File: src/rtl/mem_port_arbiter_pkg.sv
// rtl/mem_port_arbiter_pkg.sv - shared types and helpers for the memory port arbiter
// Purpose: FSM state enum, grant enum, default address width and the
//          byte-lane enable decode used by the arbiter datapath.
// Ports:   none (package).
package mem_arb_pkg;

  localparam int MEM_ADDR_W_DEFAULT = 10;

  typedef enum logic [1:0] {
    ST_IDLE   = 2'd0,
    ST_ACCESS = 2'd1,
    ST_RESP   = 2'd2
  } state_e;

  typedef enum logic {
    GNT_INSTR = 1'b0,
    GNT_DATA  = 1'b1
  } gnt_e;

  // One-hot byte lane enable for a byte address offset inside a 32-bit word.
  function automatic logic [3:0] byte_lane_en(input logic [1:0] lane);
    byte_lane_en = 4'b0001 << lane;
  endfunction

endpackage

File: src/rtl/mem_port_arbiter_if.sv
// rtl/mem_port_arbiter_if.sv - fetch, data and shared-memory signal bundle
// Purpose: groups the instruction-fetch port, the data byte port and the
//          shared 32-bit memory port into one interface.
// Modports: slave  - the arbiter (takes requests, drives memory strobes)
//           master - the environment (requesters and memory)
interface mem_port_arbiter_if
  import mem_arb_pkg::*;
#(
  parameter int MEM_ADDR_W = MEM_ADDR_W_DEFAULT
);
  logic                  I_READ;
  logic [MEM_ADDR_W-1:0] I_ADDR;
  logic [31:0]           I_DATA;
  logic                  I_BUSYWAIT;

  logic                  D_READ;
  logic                  D_WRITE;
  logic [MEM_ADDR_W-1:0] D_ADDR;
  logic [7:0]            D_WRITEDATA;
  logic [7:0]            D_READDATA;
  logic                  D_BUSYWAIT;

  logic                  M_READ;
  logic                  M_WRITE;
  logic [MEM_ADDR_W-1:0] M_ADDR;
  logic [3:0]            M_BYTEEN;
  logic [31:0]           M_WRITEDATA;
  logic [31:0]           M_READDATA;
  logic                  M_BUSYWAIT;

  modport slave (
    input  I_READ, I_ADDR, D_READ, D_WRITE, D_ADDR, D_WRITEDATA,
    input  M_READDATA, M_BUSYWAIT,
    output I_DATA, I_BUSYWAIT, D_READDATA, D_BUSYWAIT,
    output M_READ, M_WRITE, M_ADDR, M_BYTEEN, M_WRITEDATA
  );

  modport master (
    output I_READ, I_ADDR, D_READ, D_WRITE, D_ADDR, D_WRITEDATA,
    output M_READDATA, M_BUSYWAIT,
    input  I_DATA, I_BUSYWAIT, D_READDATA, D_BUSYWAIT,
    input  M_READ, M_WRITE, M_ADDR, M_BYTEEN, M_WRITEDATA
  );

endinterface

File: src/rtl/arb_rr2.sv
// rtl/arb_rr2.sv - two-way round-robin pick, purely combinational
// Purpose: chooses between the fetch and data requesters; a lone requester
//          wins, on contention the side not granted last time wins.
// Ports:   req_instr, req_data - pending requests
//          last_gnt            - side granted most recently
//          gnt                 - chosen side (meaningful when any request is high)
module arb_rr2
  import mem_arb_pkg::*;
(
  input  logic req_instr,
  input  logic req_data,
  input  gnt_e last_gnt,
  output gnt_e gnt
);

  always_comb begin
    gnt = GNT_INSTR;
    if (req_instr && req_data) begin
      gnt = (last_gnt == GNT_INSTR) ? GNT_DATA : GNT_INSTR;
    end else if (req_data) begin
      gnt = GNT_DATA;
    end
  end

endmodule

File: src/rtl/mem_port_arbiter.sv
// rtl/mem_port_arbiter.sv - arbitrates fetch and data ports onto one shared memory
// Purpose: IDLE -> ACCESS -> RESP sequencer. A grant latches the winner's
//          address/data into registers that drive the memory strobes for the
//          whole access; completion captures the read word and opens a
//          one-cycle response window in which the winner's BUSYWAIT drops.
// Ports:   CLK   - single clock, rising edge
//          RESET - synchronous, active high
//          bus   - fetch port (I_*), data byte port (D_*), memory port (M_*)
module mem_port_arbiter
  import mem_arb_pkg::*;
#(
  parameter int MEM_ADDR_W = MEM_ADDR_W_DEFAULT
) (
  input logic                CLK,
  input logic                RESET,
  mem_port_arbiter_if.slave  bus
);

  state_e                state;
  state_e                state_next;
  gnt_e                  gnt;
  gnt_e                  gnt_pick;
  logic                  i_req;
  logic                  d_req;
  logic                  grant_en;
  logic                  done;

  logic                  m_read;
  logic                  m_write;
  logic [MEM_ADDR_W-1:0] m_addr;
  logic [3:0]            m_byteen;
  logic [31:0]           m_writedata;
  logic [1:0]            lane;
  logic [31:0]           i_data;
  logic [7:0]            d_readdata;

  // Fetches are word aligned; the low address bits carry no information.
  logic                  unused_i_addr_lsbs;
  assign unused_i_addr_lsbs = ^bus.I_ADDR[1:0];

  assign i_req = bus.I_READ;
  assign d_req = bus.D_READ | bus.D_WRITE;

  // gnt doubles as the last-granted side for round-robin purposes.
  arb_rr2 u_arb (
    .req_instr (i_req),
    .req_data  (d_req),
    .last_gnt  (gnt),
    .gnt       (gnt_pick)
  );

  always_ff @(posedge CLK) begin
    if (RESET) begin
      state <= ST_IDLE;
    end else begin
      state <= state_next;
    end
  end

  always_comb begin
    state_next = state;
    grant_en   = 1'b0;
    done       = 1'b0;
    case (state)
      ST_IDLE: begin
        if (i_req || d_req) begin
          state_next = ST_ACCESS;
          grant_en   = 1'b1;
        end
      end
      ST_ACCESS: begin
        if (!bus.M_BUSYWAIT) begin
          state_next = ST_RESP;
          done       = 1'b1;
        end
      end
      ST_RESP: begin
        state_next = ST_IDLE;
      end
      default: begin
        state_next = ST_IDLE;
      end
    endcase
  end

  always_ff @(posedge CLK) begin
    if (RESET) begin
      gnt         <= GNT_INSTR;
      m_read      <= 1'b0;
      m_write     <= 1'b0;
      m_addr      <= '0;
      m_byteen    <= '0;
      m_writedata <= '0;
      lane        <= '0;
      i_data      <= '0;
      d_readdata  <= '0;
    end else if (grant_en) begin
      gnt <= gnt_pick;
      if (gnt_pick == GNT_INSTR) begin
        m_read      <= 1'b1;
        m_write     <= 1'b0;
        m_addr      <= {bus.I_ADDR[MEM_ADDR_W-1:2], 2'b00};
        m_byteen    <= 4'b1111;
        m_writedata <= '0;
      end else begin
        m_read      <= bus.D_READ;
        m_write     <= bus.D_WRITE;
        m_addr      <= {bus.D_ADDR[MEM_ADDR_W-1:2], 2'b00};
        m_byteen    <= byte_lane_en(bus.D_ADDR[1:0]);
        m_writedata <= {4{bus.D_WRITEDATA}};
        lane        <= bus.D_ADDR[1:0];
      end
    end else if (done) begin
      // Address, lanes and write data stay put; only the strobes drop.
      m_read  <= 1'b0;
      m_write <= 1'b0;
      if (gnt == GNT_INSTR) begin
        i_data <= bus.M_READDATA;
      end else if (m_read) begin
        // A store returns nothing meaningful, so the load byte is left alone.
        d_readdata <= bus.M_READDATA[{lane, 3'b000} +: 8];
      end
    end
  end

  assign bus.M_READ      = m_read;
  assign bus.M_WRITE     = m_write;
  assign bus.M_ADDR      = m_addr;
  assign bus.M_BYTEEN    = m_byteen;
  assign bus.M_WRITEDATA = m_writedata;
  assign bus.I_DATA      = i_data;
  assign bus.D_READDATA  = d_readdata;

  assign bus.I_BUSYWAIT = i_req & ~((state == ST_RESP) & (gnt == GNT_INSTR));
  assign bus.D_BUSYWAIT = d_req & ~((state == ST_RESP) & (gnt == GNT_DATA));

endmodule

File: src/flat_wrapper.sv
// flat-port wrapper written by rule: the top's interface ports become plain ports
module mem_port_arbiter_flat import mem_arb_pkg::*;
#(
  parameter int MEM_ADDR_W = MEM_ADDR_W_DEFAULT
)
  (CLK, RESET, bus_I_READ, bus_I_ADDR, bus_D_READ, bus_D_WRITE, bus_D_ADDR, bus_D_WRITEDATA, bus_M_READDATA, bus_M_BUSYWAIT, bus_I_DATA, bus_I_BUSYWAIT, bus_D_READDATA, bus_D_BUSYWAIT, bus_M_READ, bus_M_WRITE, bus_M_ADDR, bus_M_BYTEEN, bus_M_WRITEDATA);
  mem_port_arbiter_if #(.MEM_ADDR_W(MEM_ADDR_W)) bus_i ();
  input logic CLK;
  input logic RESET;
  input wire logic [$bits(bus_i.I_READ)-1:0] bus_I_READ;
  input wire logic [$bits(bus_i.I_ADDR)-1:0] bus_I_ADDR;
  input wire logic [$bits(bus_i.D_READ)-1:0] bus_D_READ;
  input wire logic [$bits(bus_i.D_WRITE)-1:0] bus_D_WRITE;
  input wire logic [$bits(bus_i.D_ADDR)-1:0] bus_D_ADDR;
  input wire logic [$bits(bus_i.D_WRITEDATA)-1:0] bus_D_WRITEDATA;
  input wire logic [$bits(bus_i.M_READDATA)-1:0] bus_M_READDATA;
  input wire logic [$bits(bus_i.M_BUSYWAIT)-1:0] bus_M_BUSYWAIT;
  output wire logic [$bits(bus_i.I_DATA)-1:0] bus_I_DATA;
  output wire logic [$bits(bus_i.I_BUSYWAIT)-1:0] bus_I_BUSYWAIT;
  output wire logic [$bits(bus_i.D_READDATA)-1:0] bus_D_READDATA;
  output wire logic [$bits(bus_i.D_BUSYWAIT)-1:0] bus_D_BUSYWAIT;
  output wire logic [$bits(bus_i.M_READ)-1:0] bus_M_READ;
  output wire logic [$bits(bus_i.M_WRITE)-1:0] bus_M_WRITE;
  output wire logic [$bits(bus_i.M_ADDR)-1:0] bus_M_ADDR;
  output wire logic [$bits(bus_i.M_BYTEEN)-1:0] bus_M_BYTEEN;
  output wire logic [$bits(bus_i.M_WRITEDATA)-1:0] bus_M_WRITEDATA;
  assign bus_i.I_READ = bus_I_READ;
  assign bus_i.I_ADDR = bus_I_ADDR;
  assign bus_i.D_READ = bus_D_READ;
  assign bus_i.D_WRITE = bus_D_WRITE;
  assign bus_i.D_ADDR = bus_D_ADDR;
  assign bus_i.D_WRITEDATA = bus_D_WRITEDATA;
  assign bus_i.M_READDATA = bus_M_READDATA;
  assign bus_i.M_BUSYWAIT = bus_M_BUSYWAIT;
  assign bus_I_DATA = bus_i.I_DATA;
  assign bus_I_BUSYWAIT = bus_i.I_BUSYWAIT;
  assign bus_D_READDATA = bus_i.D_READDATA;
  assign bus_D_BUSYWAIT = bus_i.D_BUSYWAIT;
  assign bus_M_READ = bus_i.M_READ;
  assign bus_M_WRITE = bus_i.M_WRITE;
  assign bus_M_ADDR = bus_i.M_ADDR;
  assign bus_M_BYTEEN = bus_i.M_BYTEEN;
  assign bus_M_WRITEDATA = bus_i.M_WRITEDATA;
  mem_port_arbiter #(.MEM_ADDR_W(MEM_ADDR_W)) u_core (.CLK(CLK), .RESET(RESET), .bus(bus_i));
endmodule
File: config.mk
export PLATFORM = sky130hd
export DESIGN_NAME = mem_port_arbiter_flat
export DESIGN_NICKNAME = d
export VERILOG_FILES = /design/src/rtl/mem_port_arbiter_pkg.sv /design/src/rtl/mem_port_arbiter_if.sv /design/src/rtl/arb_rr2.sv /design/src/rtl/mem_port_arbiter.sv /design/src/flat_wrapper.sv
export SDC_FILE = /design/constraint.sdc
export NUM_CORES = 1
export LEC_CHECK = 0
export BUFFER_PORTS_ARGS = -buffer_cell sky130_fd_sc_hd__buf_2
export CAP_MARGIN = 20
export CORE_MARGIN = 4
export CORE_UTILIZATION = 35
export DETAILED_ROUTE_END_ITERATION = 12
export PLACE_DENSITY = 0.65
export SLEW_MARGIN = 20
export SYNTH_ARGS = -nofsm -noshare
export SYNTH_HDL_FRONTEND = slang
export SYNTH_SLANG_ARGS = --single-unit
File: constraint.sdc
create_clock -name CLK -period 4 [get_ports CLK]
set_input_delay 0.8 -clock CLK [delete_from_list [all_inputs] [get_ports CLK]]
set_output_delay 0.8 -clock CLK [all_outputs]
set_load 0.05 [all_outputs]
==> out/metrics.cfg <==
[status]
outcome = completed

[cts]
cts.sink_count = 67
path_clk_slew_ns = 0.08
ctsRootBufferMaster = clkbuf_8
cts_tree = done
postCtsHoldBufs = 0
cts_resized = 0
cts_max_level = 3
cts.path.max_buffers = 2
clock_latency_ns = 0.33
post_cts_buffers = 0
cts_buffers = 9

[routing]
viasPerCell = 5.06
drt_iter0_drc = 80
drc_errors = 0
ant_nets = 0
wl_per_cell_um = 14.9
drt_pass1_iterations = 4
totalWireLength_mm = 8.32
route.vias.total = 2826

[grt]
grt-ovfl-total = 0
grt_max_degree = 61
antenna_found_initial = 0
grt_use_total_pct = 17.1
grt_pass1_vias = 2727
grt_first_pass_wirelength_mm = 13.5

[timing]
worst_pin_slew_ns = 1.04
slew_viol_final = 0
rsz0062_at_grt = false
slew_headroom_pct = 30.8
hold_violations = 0
finClkSkew_ns = 0.00820
fin_crit_sh_pct = 55.1
setup_viol = 0
max_freq_mhz = 453
tns_ns = 0
post-route-min-period_ns = 2.21

[pwr]
vdd_ir_drop_max_mv = 0.227
power_density_nw_per_um2 = 478
p_leak_nw = 1.71
power_w = 0.00177

[final_layout]
diodes = 0
area_delta_synth_final_pct = 28.5
drive_gt1_share_pct = 40.0
num-nets-final = 518

[synthesis]
yosysSeqAreaShare_pct = 46.4
synth.distinct_cells = 32
syn_area_um2 = 2890
postSynthAreaPerCell_um2 = 8.55
yosys_warnings = 0
synth_cells = 338
ys_seq_elements = 67

[place]
port_buffers = 151
gp_congestion = 0.842
hpwlAfterDp_mm = 5.96

[setup_path]
slowest_delay_ns = 0.49
crit_type = flop to output pin
path_depth = 3
crit_fanout = 7
crit_path_cell_trace = inv_1 > o31a_1 > buf_2
cp.required_ns = 3.20
cpLargestDelayFamily = flip-flops
rr_worst_depth = 3
cp.arrival_ns = 1.41
cp-end-kind = output pin
cp_num_buf_inv = 2
crit_slowest_cell = dfxtp_1
startpoint_type = flop

[hold_path]
worstHoldPathCells = 2
hold_class = flop to flop

[floorplan]
start_util_pct = 36.7
die_x_um = 98.9
num_rows = 32
core_area_um2 = 7890
die_area_um2 = 9780
dieHeight_um = 98.9
io_pins = 156

[flow_run]
drv_cap = 0

==> flip-flops by register name, summed over array words and instances (netlist names) <==
name                    cells
u_core.lane                 2
u_core.bus.D_READDATA       8
u_core.bus.M_WRITE          1
u_core.bus.M_READ           1
u_core.state                2
u_core.bus.M_BYTEEN         4
u_core.bus.I_DATA          32
u_core.gnt                  1
u_core.bus.M_WRITEDATA      8
u_core.bus.M_ADDR           8
==> path summary, 6_finish.rpt <==
path / end / from / slack (ns)
setup reg to reg: u_core.bus.I_DATA[10]$_SDFFE_PP0P_ / u_core.gnt$_SDFFE_PP0P_ / 2.13
hold reg to reg: u_core.bus.I_DATA[27]$_SDFFE_PP0P_ / u_core.bus.I_DATA[27]$_SDFFE_PP0P_ / 0.46
setup / recovery: bus_I_BUSYWAIT / u_core.state[1]$_SDFFE_PP0P_ / 1.79
hold / removal: u_core.bus.I_DATA[27]$_SDFFE_PP0P_ / u_core.bus.I_DATA[27]$_SDFFE_PP0P_ / 0.46
==> placed cells by master (no fill, tap or decap), drive strengths merged, types with 8 or more instances in the layout <==
cell and count:
o21ai 11, nand3 12, buf 154, a311oi 10, mux4 8, nand2 84
clkbuf 11, a22o 8, dfxtp 67, a21oi 57
==> power breakdown <==
group	total (W)	switching, W	leakage [nW]	internal (W)
combinational	0.000469	0.000345	1.07	0.000124
sequential	0.000748	0.0000367	0.548	0.000711
clock	0.000558	0.000256	0.0991	0.000302
==> layout make-up <==
type	count	area [um2]
clock inverter	5	52.6
tap	102	128
inverter	2	7.51
multi-input combinational	218	1270
fill	784	4170
clock buffer	11	141
timing repair buffer	154	778
sequential	67	1340
==> kinds of logic after synthesis <==
| kind of cell | share of synthesized area [%] |
|---|---|
| AO/OA/AOI/OAI | 19.5 |
| buffers and inverters | 10.6 |
| flip-flops | 46.4 |
| multiplexers | 6.23 |
| other | 0.130 |
| AND/OR/NAND/NOR | 17.2 |
==> per-stage QoR <==
step | cell area (um2) | util (%) | hold slack (ns) | cells | setup WS (ns)
floorplan | 2900 | - | 0.505 | 339 | 1.57
CTS | 3710 | 47.1 | 0.455 | 559 | 1.77
global placement | 3520 | 44.6 | 0.439 | 543 | 1.60
global route | 3710 | 47.1 | 0.470 | 559 | 1.71
detailed placement | 3520 | 44.6 | 0.445 | 543 | 1.58
finish | 3710 | 47.1 | 0.455 | 559 | 1.79
==> routing by layer <==
layer  GRT usage, %  up-vias  routed length [um]
met3           4.81        9                 826
li1               -     1371                   -
met2           25.3      148                3640
met4           7.14        0                 145
met1           23.2     1298                3700
met5              0        -                   0
==> cell usage after synthesis, drive strengths merged <==
cell / instances / area share, %
a211oi: 2 / 0.52
a311oi: 10 / 3.0
o21ai: 11 / 1.9
nor4b: 1 / 0.52
nand3: 12 / 2.1
or4b: 1 / 0.35
or3: 1 / 0.22
or2: 1 / 0.22
conb: 1 / 0.13
dfxtp: 67 / 46
buf: 30 / 7.4
or3b: 1 / 0.39
nand2b: 2 / 0.43
o211ai: 1 / 0.26
a2bb2oi: 1 / 0.30
o21ba: 1 / 0.35
o31a: 1 / 0.30
nor4: 1 / 0.22
a31oi: 1 / 0.22
nor2: 5 / 0.65
nand2: 84 / 11
a21oi: 57 / 9.9
mux4: 8 / 6.2
a22o: 8 / 2.4
clkbuf: 22 / 2.9
inv: 2 / 0.26
nor3: 5 / 1.3
o2bb2ai: 1 / 0.30
==> worst reg2reg max path, cell delays in order (launching register included) <==
cell and delay, ns:
dfxtp_1 0.42, or4b_2 1.04, nand2_1 0.19, a21oi_1 0.08
No activity file was read; power rests on OpenSTA's default activity.
